`src/rtl/counter_cmd_sequencer.sv`:
```
// Command sequencer for the lab up/down counter: turns LOAD / UP-N / DOWN-N /
// HOLD-N requests into cycle-by-cycle en/dir/load/data pin activity.
//
// Handshake: a command is taken on the rising edge where cmd_valid && cmd_ready.
// cmd_ready is high only while IDLE, and cmd_op/cmd_arg are sampled on that edge
// only. cmd_valid is ignored in every other state.
module counter_cmd_sequencer #(
  parameter int WIDTH   = 4,
  parameter int MAX_VAL = 12
) (
  input  logic             clk,
  input  logic             rst,
  input  logic             cmd_valid,
  output logic             cmd_ready,
  input  logic [1:0]       cmd_op,
  input  logic [WIDTH-1:0] cmd_arg,
  input  logic [WIDTH-1:0] cnt_out,
  output logic             cnt_en,
  output logic             cnt_dir,
  output logic             cnt_load,
  output logic [WIDTH-1:0] cnt_data,
  output logic             done,
  output logic             sat,
  output logic             err,
  output logic             busy,
  output logic [2:0]       dbg_state
);

  typedef enum logic [2:0] {
    S_IDLE = 3'd0,
    S_LOAD = 3'd1,
    S_RUN  = 3'd2,
    S_WAIT = 3'd3,
    S_DONE = 3'd4
  } state_t;

  localparam logic [1:0]       OP_LOAD = 2'b00;
  localparam logic [1:0]       OP_UP   = 2'b01;
  localparam logic [1:0]       OP_HOLD = 2'b11;
  localparam logic [WIDTH-1:0] MAX_W   = WIDTH'(MAX_VAL);
  localparam logic [WIDTH-1:0] ONE_W   = WIDTH'(1);

  state_t           state_q, state_d;
  logic [WIDTH-1:0] remaining_q, remaining_d;
  logic             dir_q, dir_d;

  logic             cmd_ready_q, cmd_ready_d;
  logic             cnt_en_q, cnt_en_d;
  logic             cnt_dir_q, cnt_dir_d;
  logic             cnt_load_q, cnt_load_d;
  logic [WIDTH-1:0] cnt_data_q, cnt_data_d;
  logic             done_q, done_d;
  logic             sat_q, sat_d;
  logic             err_q, err_d;
  logic             busy_q, busy_d;

  logic             at_limit;

  // Next state, step counter and completion flags.
  always_comb begin
    state_d     = state_q;
    remaining_d = remaining_q;
    dir_d       = dir_q;
    sat_d       = 1'b0;
    err_d       = 1'b0;
    // Values above MAX_VAL (e.g. 15) never match either limit and keep running.
    at_limit    = dir_q ? (cnt_out == MAX_W) : (cnt_out == '0);

    case (state_q)
      S_IDLE: begin
        if (cmd_valid) begin
          if (cmd_op == OP_LOAD) begin
            if (cmd_arg > MAX_W) begin
              state_d = S_DONE;
              err_d   = 1'b1;
            end else begin
              state_d = S_LOAD;
            end
          end else if (cmd_arg == '0) begin
            state_d = S_DONE;
          end else if (cmd_op == OP_HOLD) begin
            state_d     = S_WAIT;
            remaining_d = cmd_arg;
          end else begin
            state_d     = S_RUN;
            remaining_d = cmd_arg;
            dir_d       = (cmd_op == OP_UP);
          end
        end
      end
      S_LOAD: state_d = S_DONE;
      S_RUN: begin
        // Saturation wins over the step count; that cycle's enable was a no-op.
        if (at_limit) begin
          state_d = S_DONE;
          sat_d   = 1'b1;
        end else if (remaining_q == ONE_W) begin
          state_d = S_DONE;
        end else begin
          remaining_d = remaining_q - ONE_W;
        end
      end
      S_WAIT: begin
        if (remaining_q == ONE_W) begin
          state_d = S_DONE;
        end else begin
          remaining_d = remaining_q - ONE_W;
        end
      end
      S_DONE:  state_d = S_IDLE;
      default: state_d = S_IDLE;
    endcase
  end

  // Moore decode of the next state so every output is a flop.
  always_comb begin
    cmd_ready_d = (state_d == S_IDLE);
    busy_d      = (state_d != S_IDLE);
    cnt_en_d    = (state_d == S_LOAD) || (state_d == S_RUN);
    cnt_load_d  = (state_d == S_LOAD);
    cnt_dir_d   = (state_d == S_RUN) && dir_d;
    cnt_data_d  = (state_d == S_LOAD) ? cmd_arg : '0;
    done_d      = (state_d == S_DONE);
  end

  always_ff @(posedge clk or posedge rst) begin
    if (rst) begin
      state_q     <= S_IDLE;
      remaining_q <= '0;
      dir_q       <= 1'b0;
      cmd_ready_q <= 1'b1;
      cnt_en_q    <= 1'b0;
      cnt_dir_q   <= 1'b0;
      cnt_load_q  <= 1'b0;
      cnt_data_q  <= '0;
      done_q      <= 1'b0;
      sat_q       <= 1'b0;
      err_q       <= 1'b0;
      busy_q      <= 1'b0;
    end else begin
      state_q     <= state_d;
      remaining_q <= remaining_d;
      dir_q       <= dir_d;
      cmd_ready_q <= cmd_ready_d;
      cnt_en_q    <= cnt_en_d;
      cnt_dir_q   <= cnt_dir_d;
      cnt_load_q  <= cnt_load_d;
      cnt_data_q  <= cnt_data_d;
      done_q      <= done_d;
      sat_q       <= sat_d;
      err_q       <= err_d;
      busy_q      <= busy_d;
    end
  end

  assign cmd_ready = cmd_ready_q;
  assign cnt_en    = cnt_en_q;
  assign cnt_dir   = cnt_dir_q;
  assign cnt_load  = cnt_load_q;
  assign cnt_data  = cnt_data_q;
  assign done      = done_q;
  assign sat       = sat_q;
  assign err       = err_q;
  assign busy      = busy_q;
  assign dbg_state = state_q;

endmodule
```
`config.mk`:
```
export PLATFORM = sky130hd
export DESIGN_NAME = counter_cmd_sequencer
export DESIGN_NICKNAME = d
export VERILOG_FILES = /design/src/rtl/counter_cmd_sequencer.sv
export SDC_FILE = /design/constraint.sdc
export NUM_CORES = 1
export LEC_CHECK = 0
export BUFFER_PORTS_ARGS = -buffer_cell sky130_fd_sc_hd__buf_2
export CORE_ASPECT_RATIO = 0.8
export CORE_UTILIZATION = 49
export DETAILED_ROUTE_END_ITERATION = 8
export PLACE_DENSITY_LB_ADDON = 0.05
export SLEW_MARGIN = 20
export SYNTH_ARGS = -nofsm -noshare
export SYNTH_HDL_FRONTEND = slang
export SYNTH_SLANG_ARGS = --single-unit
```
`constraint.sdc`:
```
create_clock -name clk -period 1.85 [get_ports clk]
set_input_delay 0.185 -clock clk [delete_from_list [all_inputs] [get_ports clk]]
set_output_delay 0.185 -clock clk [all_outputs]
set_load 0.005 [all_outputs]
```
# [Yosys cells after proc, flatten, opt, wreduce, memory -nomap -nowiden]
# Index checks and enable logic that the tools add are counted.
[word_totals] reg_bits=20 in_bits=13 wordCells=65
[op_classes] n_addsub=1 order_cmp=1 eq_ne=14 mux=27 reduce_logical=10
[op_table] cell="$mux W4" n=6
[op_table] cell="$mux W3" n=6
[op_table] cell="$mux W1" n=13
[op_table] cell="$pmux W3 S4" n=1
[op_table] cell="$pmux W4 S3" n=1
[op_table] cell="$eq A3 B2 Y1 const B" n=3
[op_table] cell="$logic_not A4 Y1" n=2
[op_table] cell="$ne A2 B2 Y1 const B" n=4
[op_table] cell="$eq A3 B1 Y1 const B" n=2
[op_table] cell="$logic_not A3 Y1" n=2
[op_table] cell="$reduce_bool A3 Y1" n=2
[op_table] cell="$reduce_and A5 Y1" n=1
[op_table] cell="$eq A4 B1 Y1 const B" n=1
[op_table] cell="$eq A4 B4 Y1 const B" n=1
[op_table] cell="$gt A4 B4 Y1 const B" n=1
[op_table] cell="$sub A4 B1 Y4 const B" n=1
[op_table] cell="$eq A3 B3 Y1 const B" n=1
[op_table] cell="$eq A2 B1 Y1 const B" n=1
[op_table] cell="$eq A2 B2 Y1 const B" n=1
[op_table] cell="$logic_not A2 Y1" n=1
[op_table] cell="$logic_and A1 B1 Y1" n=1
[op_table] cell="$logic_or A1 B1 Y1" n=1

# [Depth between registers and ports, before layout]
# Gate-level depths: netlist (run 1).
[logic_depth] depth_word=8 mapped_depth=8 mapped_depth_nobuf=7

# [Least setup slack after synthesis (run 1)]
# No wires, ideal clock.
[synth_timing] kind="reg-to-reg" from="register remaining_q[1]" to="register busy_q, in the netlist busy" setup_ns=0.131 arrival_ns=1.554 required_time_ns=1.719 setup_slack_ns=0.164 stages_incl_launch_ff=8 n_path_buf=1 cell_sequence="dfrtp_1 -> inv_1 -> ha_1 -> nor3b_1 -> nor2_1 -> a22o_4 -> buf_6 -> or3_1"
[synth_via] elab_chain_cells=5
[synth_lines] item="start, declared" line="44" source="logic [WIDTH-1:0] remaining_q, remaining_d;"
[synth_lines] item="start signal, assigned" line="142" source="remaining_q <= remaining_d;"
[synth_lines] item="$eq A4 B1 Y1 *" line="97, 104"
[synth_lines] item="$mux W3 *" line="97, 104"
[synth_lines] item="$mux W3" line="94" source="if (at_limit) begin"
[synth_lines] item="$pmux W3 S4 *" line="69" source="case (state_q)"
[synth_lines] item="named net state_d[1]" line="43" source="state_t state_q, state_d;"
[synth_lines] item="$reduce_bool A3 Y1 *" line="118" source="busy_d = (state_d != S_IDLE);"
[synth_lines] item="named net busy_d" line="55" source="logic busy_q, busy_d;"
[synth_lines] item="end signal, assigned" line="152" source="busy_q <= busy_d;"
[synth_lines] item="end, declared" line="55"
# Mark *: on every way through the listed nets, which the timed path passes. The rest lies on a longest branch.
# A chain may end at the register's enable or synchronous reset.

# [Worst setup path after layout (run 1)]
[layout_timing] from="register remaining_q[1]" to="register remaining_q[0]"
[layout_via] elab_chain_cells=4
[layout_lines] item="$eq A4 B1 Y1 *" line="97, 104"
[layout_lines] item="$mux W4 *"
[layout_lines] item="$mux W4"
[layout_lines] item="$pmux W4 S3 *"
# Every way passes the cells marked *; elsewhere a longest branch is shown, timed or not. The select of a mux whose other input is x is not followed.

==> results of run 1 <==
==> final cells by class <==
class	count	area share, %
Clock inverter	1	2.410
Inverter	6	1.807
Multi-Input combinational cell	62	37.65
Tap cell	22	2.209
Sequential cell	20	40.26
Timing Repair Buffer	32	13.86
Clock buffer	3	1.807
==> placed cells by master (no fill, tap or decap), types with 2 or more instances in the layout <==
cell type / count
clkbuf_4: 3
o211ai_1: 3
a22o_2: 2
ha_1: 2
buf_4: 5
dfrtp_1: 19
o21ai_0: 4
inv_1: 4
inv_2: 2
nor3_1: 4
buf_2: 27
a21oi_1: 3
and2_1: 4
nand2_1: 6
a22o_1: 2
nand2b_1: 3
nor2_1: 7
and3_1: 3
==> sequential cells by signal, summed over array words and instances, names as in the netlist <==
register,cells
cnt_load,1
dir_q,1
remaining_q,4
dbg_state,3
done,1
cmd_ready,1
busy,1
err,1
cnt_data,4
cnt_en,1
cnt_dir,1
sat,1
==> worst min path at each step <==
stage	slack (ps)	startpoint	end	cells past startpoint
after floorplan	150	rst	busy	1
after global placement	330	rst	sat	2
after detailed placement	340	rst	sat	2
after CTS	4	rst	done	2
after global routing	30	rst	sat	2
final	-30	rst	sat	2
==> power groups by stage <==
stage,clock (uW),combinational (uW),sequential (uW)
floorplan,0,519,696
global placement,0,708,694
detailed placement,0,733,697
CTS,358,738,694
global route,378,932,725
finish,351,857,710
==> cell families (layout without fill, tap and decap cells) <==
| family | after synthesis | after routing | share of synthesized area [%] |
|---|---|---|---|
| AOI/OAI and AO/OA | 21 | 22 | 17.16 |
| adders and majority gates | 2 | 2 | 2.580 |
| buffers and inverters | 8 | 42 | 3.999 |
| DFF | 20 | 20 | 51.74 |
| and+or+nand+nor | 38 | 38 | 24.52 |
==> through the flow <==
step	instance area [sq um]	utilization [%]	power (uW)
after floorplan	969.7	-	1215
after global placement	1139	65.42	1402
after detailed placement	1139	65.42	1430
after CTS	1196	68.73	1790
after global routing	1246	71.60	2035
final	1246	71.60	1918
==> worst register-to-register path, delay by kind of cell (launching register included) <==
family | cells | cell delay (ps)
and+or+nand+nor | 3 | 500
AOI/OAI and AO/OA | 2 | 560
buffers and inverters | 1 | 80
DFF | 1 | 400
adders and majority gates | 1 | 150
==> repair_timing <==
item	in CTS	in global routing
cloned	0	1
pin swaps	0	2
setup endpoints to repair	1	7
resized for setup	1	6
hold buffers	0	0
buffers inserted	0	2
==> layer usage <==
| metal | vias up | wire length [microns] | track usage (%) |
|---|---|---|---|
| met1 | 360 | 920 | 27.21 |
| met4 | 0 | 13 | 6.486 |
| met2 | 37 | 985 | 31.43 |
| met5 | - | 0 | 0 |
| met3 | 2 | 136 | 6.593 |
| li1 | 384 | - | - |
==> results_dict.tcl, run 1 <==
set metrics [dict create \
    status "finished with violations" \
    failed_checks "hold timing" \
    dieArea_sq_um 2162 \
    period_share_pct 96.04 \
    seq_area_sq_um 501.7 \
    grt_pass1_wl_mm 3.160 \
    place.gp.congestion 0.8248 \
    clock_latency_ps 310 \
    crit_chain "inv_2, ha_1, nor3b_4, nor2_2, a22o_4, and3_1, a211o_1" \
    synth.yosys.warnings 0 \
    synth_seq_cells 20 \
    grt_max_degree 21 \
    ys_top_cells_by_area "dfrtp_1 (49%), nor2_1 (3.1%), dfstp_2 (2.7%), and2_1 (2.6%), ha_1 (2.6%)" \
    rr_worst_depth 7 \
    htreeDepth 1 \
    relSlewSlack_pct 51.90 \
    grt_use_total_pct 20.47 \
    portBuffers 27 \
    dp_hpwl_mm 1.430 \
    cp-endpoint "remaining_q[0]" \
    antenna_found_initial 0 \
    reg2reg_to "remaining_q[0]" \
    report.final.slew_viol_count 0 \
    synthMostInstantiatedCell "dfrtp_1" \
    dp_slack_ps -12.19 \
    switchingPower_uw 691.9 \
    postRouteAntennaNets 0 \
    finalSetupViolations 0 \
    fp.dieH_microns 41.79 \
    finalWirelength_mm 2.055 \
    syn2layout_area_growth_pct 28.52 \
    nets 140 \
    syn_area_per_cell_sq_um 10.90 \
    ios 28 \
    finalSetupTns_ps 0 \
    path_max_fanout 7 \
    power_density_nw_per_um2 1539 \
    startpoint_type "register" \
    hold_violations 19 \
    end_kind "register" \
    vias 783 \
    synth_top_area_share_pct 49.03 \
    drtIter0Drc 24 \
    cts_tree "done" \
    ir_drop_mv 1.267 \
    netSwitchingFraction_pct 36.07 \
    synth_edf_count 0 \
    sequentialPowerShare_pct 37.0 \
    vias_per_cell 5.363 \
    leakagePower_uw 0.0006613 \
    multi_input_area_sq_um 469.2 \
    fill_cells 131 \
    crit_buf_inv 1 \
    clock-root-buffer "clkbuf_4" \
    netlist_area_sq_um 969.7 \
    worst_slack_ps 73.35 \
    hold_class "input port to asynchronous set/reset pin" \
    wl_per_cell_microns 14.08 \
    min_period_ps 1777 \
    start_util_pct 55.72 \
    clockBufferDepth 2 \
    reg2reg_slack_ps 70 \
    netlist_instances 89 \
    instances_no_fill 146 \
    fin_worst_skew_ps 13.18 \
    ys_seq_area_share_pct 51.74 \
    clk_pin_slew_worst_paths_ps 110 \
    pwr-share-comb_pct 44.7 \
    drive_gt1_share_pct 42.74 \
    fmax_ghz 0.5629 \
    synthFlopType "dfrtp_1" \
    cts_made_buffers 3 \
    synthTopCellsByCount "dfrtp_1 (19), nor2_1 (8), nand2_1 (6)" \
    timing.rr.start "remaining_q[1]" \
    clkSinkCount 20 \
    ys_types 34 \
    cp.required_ps 2040 \
    crit_path_start "remaining_q[1]" \
    ys_async_sr_fraction_pct 100.0 \
    critical-path-top-delay-family "compound AO/OA/AOI/OAI gates" \
    syn-num-nets 104 \
    max_cap_violations 0 \
    critPathSlowestCell "dfrtp_1" \
    core_sq_um 1740 \
    holdWs_ps -28.33 \
    path_class "register to register" \
    grt_overflow 0 \
    fp.dieW_microns 51.74 \
    p_int_uw 1226 \
    path_depth 7 \
    synth_area_leader_cell "dfrtp_1" \
    pwr-share-clk_pct 18.3 \
    drtPass1Iterations 4 \
    antennaDiodeCount 0 \
    worstPathArrival_ps 1970 \
    drcViolationCount 0 \
    cpPeakStageDelay_ps 400 \
    placed_cells 139 \
    rows 13 \
    tightest_slew_ps 720.8 \
    grt_pass1_vias 690 \
]
Note: power is estimated with default switching activity, not from simulation.
==> run 2, diff against run 1 <==
CORE_UTILIZATION = 50   (was 49)
clock period = 2.3 ns   (was 1.85 ns; I/O delays follow)
==> run 2 against run 1 <==
Sequential share of layout area up 3.3 points. Routed wire length shrank 16%. Clock skew shrank 7.9 ps. The flow now finishes without violations. Via count fell by 2.0%. Clock-buffer cell count up 1. Largest power group unchanged. Largest cell class unchanged. Highest routed layer unchanged. Register-to-register slack gained 300 ps. Final area down 7.5%. Total power decreased by 32%. Global-route usage fell by 1.6 points. Sequential power down 22%. Clock power decreased by 45%.
==> results_dict.tcl, run 2 (same netlist as run 1, synthesis figures left out) <==
set metrics [dict create \
    status "finished clean" \
    post_cts_resized 0 \
    grt_pass1_vias 607 \
    grt_overflow 0 \
    hold_class "input port to asynchronous set/reset pin" \
    htreeDepth 1 \
    postRouteAntennaNets 0 \
    clkSinkCount 20 \
    fill_cells 140 \
    clk_pin_slew_worst_paths_ps 100 \
    p_total_uw 1303 \
    hold_violations 0 \
    max_cap_violations 0 \
    layout_commonest_cell "buf_2" \
    core_sq_um 1724 \
    report.final.slew_viol_count 0 \
    postCtsSetupBuffers 0 \
    multi_input_area_sq_um 429.2 \
    final_cell_mix "buf_2 (27), dfrtp_1 (19), nor2_1 (8)" \
    drive_gt1_share_pct 36.44 \
    finalSetupViolations 0 \
    worst_slack_ps 376.9 \
    fp.dieH_microns 41.39 \
    leakagePower_uw 0.0006183 \
    path_class "register to register" \
    start_util_pct 56.24 \
    finalWirelength_mm 1.735 \
    finalSetupTns_ps 0 \
    reg2reg_to "remaining_q[0]" \
    cts_hold_buffers 0 \
    end_kind "register" \
    place.gp.congestion 0.8203 \
    dp_hpwl_mm 1.357 \
    vias 767 \
    portBuffers 27 \
    drtPass1Iterations 4 \
    clock_latency_ps 300 \
    seq_area_sq_um 501.7 \
    min_period_ps 1923 \
    dp_slack_ps 408.1 \
    utilization_pct 66.84 \
    rows 13 \
    worstPathArrival_ps 2120 \
    ios 28 \
    dieArea_sq_um 2121 \
    fp.dieW_microns 51.24 \
    power_density_nw_per_um2 1131 \
    rsz0062_at_grt "false" \
    wl_per_cell_microns 12.39 \
    nets 134 \
    startpoint_type "register" \
    period_share_pct 83.61 \
    rr_worst_depth 7 \
    vias_per_cell 5.479 \
    timing.rr.start "remaining_q[1]" \
    clockBufferDepth 2 \
    antennaDiodeCount 0 \
    ir_drop_mv 0.9550 \
    cp.required_ps 2490 \
    antenna_found_initial 0 \
    clock-root-buffer "clkbuf_4" \
    cts_tree "done" \
    syn2layout_area_growth_pct 18.84 \
    path_max_fanout 14 \
    reg2reg_slack_ps 380 \
    fmax_ghz 0.5200 \
    grt_use_total_pct 18.90 \
    fin_worst_skew_ps 5.284 \
    tightest_slew_ps 716.2 \
    grt_max_degree 21 \
    relSlewSlack_pct 52.20 \
    drcViolationCount 0 \
    grt_pass1_wl_mm 2.718 \
    cts_made_buffers 3 \
    drtIter0Drc 32 \
    crit_path_start "remaining_q[1]" \
]
-- run 2: layout make-up --
type | count | area share (%)
well taps | 22 | 2.389
clock buffers | 4 | 3.149
inverters | 6 | 1.954
repair buffers | 27 | 11.73
multi-input cells | 61 | 37.24
flip-flops and latches | 20 | 43.54
-- run 2: report_power, final --
part           switching [uW]  internal (uW)
Combinational             303            255
Sequential               81.8            471
Clock                    95.6           96.6
Total                     480            823
-- run 2: worst max-delay path by stage --
stage                          end  depth (start not counted)
finish              remaining_q[0]                          7
global route        remaining_q[0]                          7
detailed placement  remaining_q[0]                          7
CTS                 remaining_q[0]                          7
floorplan                     busy                          7
global placement    remaining_q[0]                          5
-- run 2: worst max-delay path, cell delays in order (launching register included) --
cell	delay, ps
dfrtp_1	400
inv_1	100
ha_1	140
nor3b_1	270
nor2_1	120
a22o_4	330
and3_1	200
a211o_1	250
-- run 2: per-stage QoR --
step | hold slack, ps | area, sq um | std cells
floorplan | 193.1 | 969.7 | 89
global placement | 372.9 | 1116 | 136
detailed placement | 391.2 | 1116 | 136
CTS | 59.14 | 1152 | 140
global route | 106.6 | 1152 | 140
finish | 34.00 | 1152 | 140
-- run 2: metal layers --
metal  part of all wire (%)  global-route usage, %
met2                     46                  30.26
met1                     46                  25.40
met4                   0.92                  4.054
met5                      0                      0
met3                    7.3                  6.522
